`config.mk`:
```
export PLATFORM = sky130hd
export DESIGN_NAME = dsp_skid_buffer
export DESIGN_NICKNAME = d
export VERILOG_FILES = /design/src/rtl/dsp_skid_buffer.sv
export SDC_FILE = /design/constraint.sdc
export NUM_CORES = 1
export LEC_CHECK = 0
export ABC_AREA = 1
export CORE_MARGIN = 2
export CORE_UTILIZATION = 46
export DETAILED_ROUTE_END_ITERATION = 12
export PLACE_DENSITY = 0.77
export SLEW_MARGIN = 15
export SYNTH_ARGS = -nofsm -noshare
export SYNTH_HDL_FRONTEND = slang
export SYNTH_SLANG_ARGS = --single-unit
```
`constraint.sdc`:
```
create_clock -name clk -period 1.18 [get_ports clk]
set_input_delay 0.236 -clock clk [delete_from_list [all_inputs] [get_ports clk]]
set_output_delay 0.236 -clock clk [all_outputs]
set_load 0.01 [all_outputs]
```
`src/rtl/dsp_skid_buffer.sv`:
```
// dsp_skid_buffer
//   Two-entry ready/valid skid buffer behind the DSP48A1 P-output register
//   stage. Holds up to two words under consumer backpressure. in_ready,
//   out_valid, out_data and level are all registered, so no combinational
//   path runs from out_ready to in_ready.
//
// Ports
//   clk        rising-edge clock
//   rst        synchronous reset, active low
//   flush      synchronous clear of held words, active high (FLUSH_EN = 1)
//   in_data    producer word
//   in_valid   producer has a word
//   in_ready   buffer can accept a word this cycle
//   out_data   head word to the consumer
//   out_valid  out_data holds a valid word
//   out_ready  consumer takes out_data this cycle
//   level      words held: 0, 1 or 2
module dsp_skid_buffer #(
  parameter int unsigned DATA_WIDTH = 48,
  parameter bit          FLUSH_EN   = 1'b1
) (
  input  logic                  clk,
  input  logic                  rst,
  input  logic                  flush,
  input  logic [DATA_WIDTH-1:0] in_data,
  input  logic                  in_valid,
  output logic                  in_ready,
  output logic [DATA_WIDTH-1:0] out_data,
  output logic                  out_valid,
  input  logic                  out_ready,
  output logic [1:0]            level
);

  typedef enum logic [1:0] {
    ST_EMPTY = 2'd0,
    ST_BUSY  = 2'd1,
    ST_FULL  = 2'd2
  } state_t;

  state_t                state_q;
  state_t                state_d;
  logic [DATA_WIDTH-1:0] skid_q;
  logic [DATA_WIDTH-1:0] skid_d;
  logic [DATA_WIDTH-1:0] out_data_d;
  logic [1:0]            level_d;
  logic                  in_fire;
  logic                  out_fire;
  logic                  flush_act;

  assign in_fire   = in_valid & in_ready;
  assign out_fire  = out_valid & out_ready;
  assign flush_act = FLUSH_EN & flush;

  always_comb begin
    state_d    = state_q;
    skid_d     = skid_q;
    out_data_d = out_data;
    unique case (state_q)
      ST_EMPTY: begin
        if (in_fire) begin
          out_data_d = in_data;
          state_d    = ST_BUSY;
        end
      end
      ST_BUSY: begin
        if (in_fire && out_fire) begin
          out_data_d = in_data;
        end else if (in_fire) begin
          skid_d  = in_data;
          state_d = ST_FULL;
        end else if (out_fire) begin
          state_d = ST_EMPTY;
        end
      end
      ST_FULL: begin
        // in_ready is low here, so only the consumer side can move
        if (out_fire) begin
          out_data_d = skid_q;
          state_d    = ST_BUSY;
        end
      end
      default: state_d = ST_EMPTY;
    endcase
    // flush drops everything, including a word handshaken this cycle,
    // but leaves the last out_data visible
    if (flush_act) begin
      state_d    = ST_EMPTY;
      skid_d     = '0;
      out_data_d = out_data;
    end
  end

  always_comb begin
    level_d = 2'd0;
    unique case (state_d)
      ST_BUSY: level_d = 2'd1;
      ST_FULL: level_d = 2'd2;
      default: level_d = 2'd0;
    endcase
  end

  always_ff @(posedge clk) begin
    if (!rst) begin
      state_q   <= ST_EMPTY;
      skid_q    <= '0;
      out_data  <= '0;
      out_valid <= 1'b0;
      in_ready  <= 1'b1;
      level     <= 2'd0;
    end else begin
      state_q   <= state_d;
      skid_q    <= skid_d;
      out_data  <= out_data_d;
      out_valid <= (state_d != ST_EMPTY);
      in_ready  <= (state_d != ST_FULL);
      level     <= level_d;
    end
  end

endmodule

```
==> impl_metrics.env <==
export IMPL_ys_types=18
export IMPL_syn_mean_instance_area_sq_um=6.53
export IMPL_ios=105
export IMPL_max_freq_mhz=669
export IMPL_final_common_cell="nand2_1"
export IMPL_ys_ff_latch=102
export IMPL_start_kind="register"
export IMPL_setup_viol=103
export IMPL_vias=5545
export IMPL_relSlewSlack_pct=76.4
export IMPL_syn_nets=773
export IMPL_drive_gt1_share_pct=42.8
export IMPL_dp_hpwl_microns=8290
export IMPL_grt_start_max_net_pins=50
export IMPL_synthCells=720
export IMPL_status="finished, violations left"
export IMPL_max_cap_viol_count=0
export IMPL_min_period_over_period_pct=127
export IMPL_antenna_found_initial=0
export IMPL_clk_latency_ns=0.38
export IMPL_fin_hold_ws_ns=0.224
export IMPL_hold_buffers=0
export IMPL_grt_pass1_wl_microns=21800
export IMPL_final_nets=897
export IMPL_portBuffers=104
export IMPL_routedWlPerCell_microns=18.4
export IMPL_viasPerCell=5.65
export IMPL_fin_crit_ns=1.50
export IMPL_num_rows=36
export IMPL_tightest_slew_ns=0.354
export IMPL_clkTransAtPathRegs_ns=0.10
export IMPL_drt_iter0_drc=490
export IMPL_clock_sinks=102
export IMPL_clk_path_buf_depth=2
export IMPL_fp_dieArea_sq_um=11000
export IMPL_yosys_top_cells_area="dfxtp_1, nand2_1, nand3_1"
export IMPL_dp_slack_ns=-0.580
export IMPL_most_common_layout_cells="nand2_1, nor2_1, nand3_1"
export IMPL_firstDrtPassIters=6
export IMPL_h_tree_depth=3
export IMPL_die_x_microns=105
export IMPL_path_max_fanout=15
export IMPL_wl_microns=18100
export IMPL_cts_made_buffers=9
export IMPL_synth_yosys_warnings=0
export IMPL_finalNonFillerCells=982
export IMPL_leakagePower_nw=3.28
export IMPL_required_ns=1.48
export IMPL_ys_seq_area_share_pct=43.5
export IMPL_routabilityCongestion=0.870
export IMPL_cts_tree="built"
export IMPL_slew_viol_final=0
export IMPL_synth_top_cell_area_share_pct=43.5
export IMPL_arrival_ns=1.80
export IMPL_hp_class="input pin to register"
export IMPL_violations="setup timing"
export IMPL_grt_setup_unrepaired="true"
export IMPL_grt_pass1_vias=4834
export IMPL_grt_ovfl_total=0
export IMPL_grt_use_total_pct=24.2
export IMPL_syn_to_final_growth_pct=59.1
export IMPL_core_sq_um=9860
export IMPL_ant_nets=0
export IMPL_synth_area_sq_um=4700
export IMPL_powerDensity_nw_per_um2=1020
export IMPL_setup_worst_path_end_class="register"
export IMPL_initial_core_util_pct=47.6
export IMPL_dp_cells=932
export IMPL_synth_top_area_cell="dfxtp_1"
export IMPL_ir_drop_mv=0.661
export IMPL_hold_viol_final=0
export IMPL_skew_ns=0.0133
export IMPL_diodes=0
export IMPL_root_buffer="clkbuf_8"
export IMPL_setup_slack_ns=-0.315
export IMPL_drc=0
export IMPL_die_h_microns=105
export IMPL_worstSetupPathType="register to register"
==> registers in the layout, summed over array words and instances, names as in the netlist <==
signal / flops
state_q: 2
level: 2
out_valid: 1
skid_q: 48
in_ready: 1
out_data: 48
==> cells by family after synthesis <==
logic type	synth area share, %
compound gates	5.43
buf+inv	10.7
flops	43.5
simple gates	40.4
==> path summary, 6_finish.rpt <==
path	cells past startpoint	from	slack, ns	end
setup / recovery	10	state_q[1]	-0.32	out_data[31]
hold / removal	3	rst	0.22	out_valid
setup reg to reg	10	state_q[1]	-0.32	out_data[31]
hold reg to reg	2	out_data[3]	0.47	out_data[3]
==> routing by layer <==
layer	track usage, %	routed length, microns	vias up
met1	28.1	6540	2606
met4	11.2	826	0
met2	43.3	9070	363
li1	-	-	2484
met5	0	0	-
met3	3.74	1620	92
==> power breakdown <==
group          total, W  switching (W)  internal [W]  leakage, nW
registers       0.00373       0.000104       0.00363        0.851
logic           0.00179       0.000968      0.000824         2.34
clock network   0.00207        0.00130      0.000773       0.0859
total           0.00759        0.00237       0.00523         3.28
==> synthesized netlist by cell type <==
cell / instances
a21oi_1: 49
buf_1: 3
buf_2: 13
buf_4: 16
buf_6: 3
clkbuf_1: 16
dfxtp_1: 102
inv_1: 34
inv_2: 23
nand2_1: 240
nand2_2: 12
nand3_1: 99
nand3_2: 1
nand3b_1: 1
nor2_1: 102
nor2_2: 4
o21ai_0: 1
o21ai_1: 1
==> critical path: stages (launching register included) <==
cell       delay [ns]
dfxtp_4          0.44
inv_2            0.10
nor2_4           0.14
buf_12           0.15
clkbuf_16        0.18
nand2_1          0.06
nand2_1          0.07
inv_1            0.05
nand3_1          0.07
nand2_1          0.05
nor2_1           0.13
==> layout make-up <==
type / instances / area (sq um)
Multi-Input combinational cell: 511 / 2950
Clock inverter: 7 / 48.8
Tap cell: 133 / 166
Fill cell: 646 / 2390
Sequential cell: 102 / 2110
Timing Repair Buffer: 163 / 1860
Inverter: 57 / 216
Clock buffer: 9 / 124
==> what timing repair did <==
action                                  4_1_cts  5_1_grt
endpoints found under the setup margin      153      154
resized for setup                           180      264
pin swaps                                     1       29
setup buffers                                 4        9
gates cloned                                  2       19
==> through the flow <==
stage               utilization, %  instance area [sq um]  power, W  TNS [ns]
global route                  75.8                   7480   0.00792    -29.61
global placement              62.0                   6120   0.00518    -45.92
detailed placement            62.0                   6120   0.00522    -48.89
floorplan                        -                   4800   0.00449     -1.13
finish                        75.8                   7480   0.00759    -25.14
CTS                           66.1                   6520   0.00721    -12.54
Note: power is estimated with default switching activity, not from simulation.
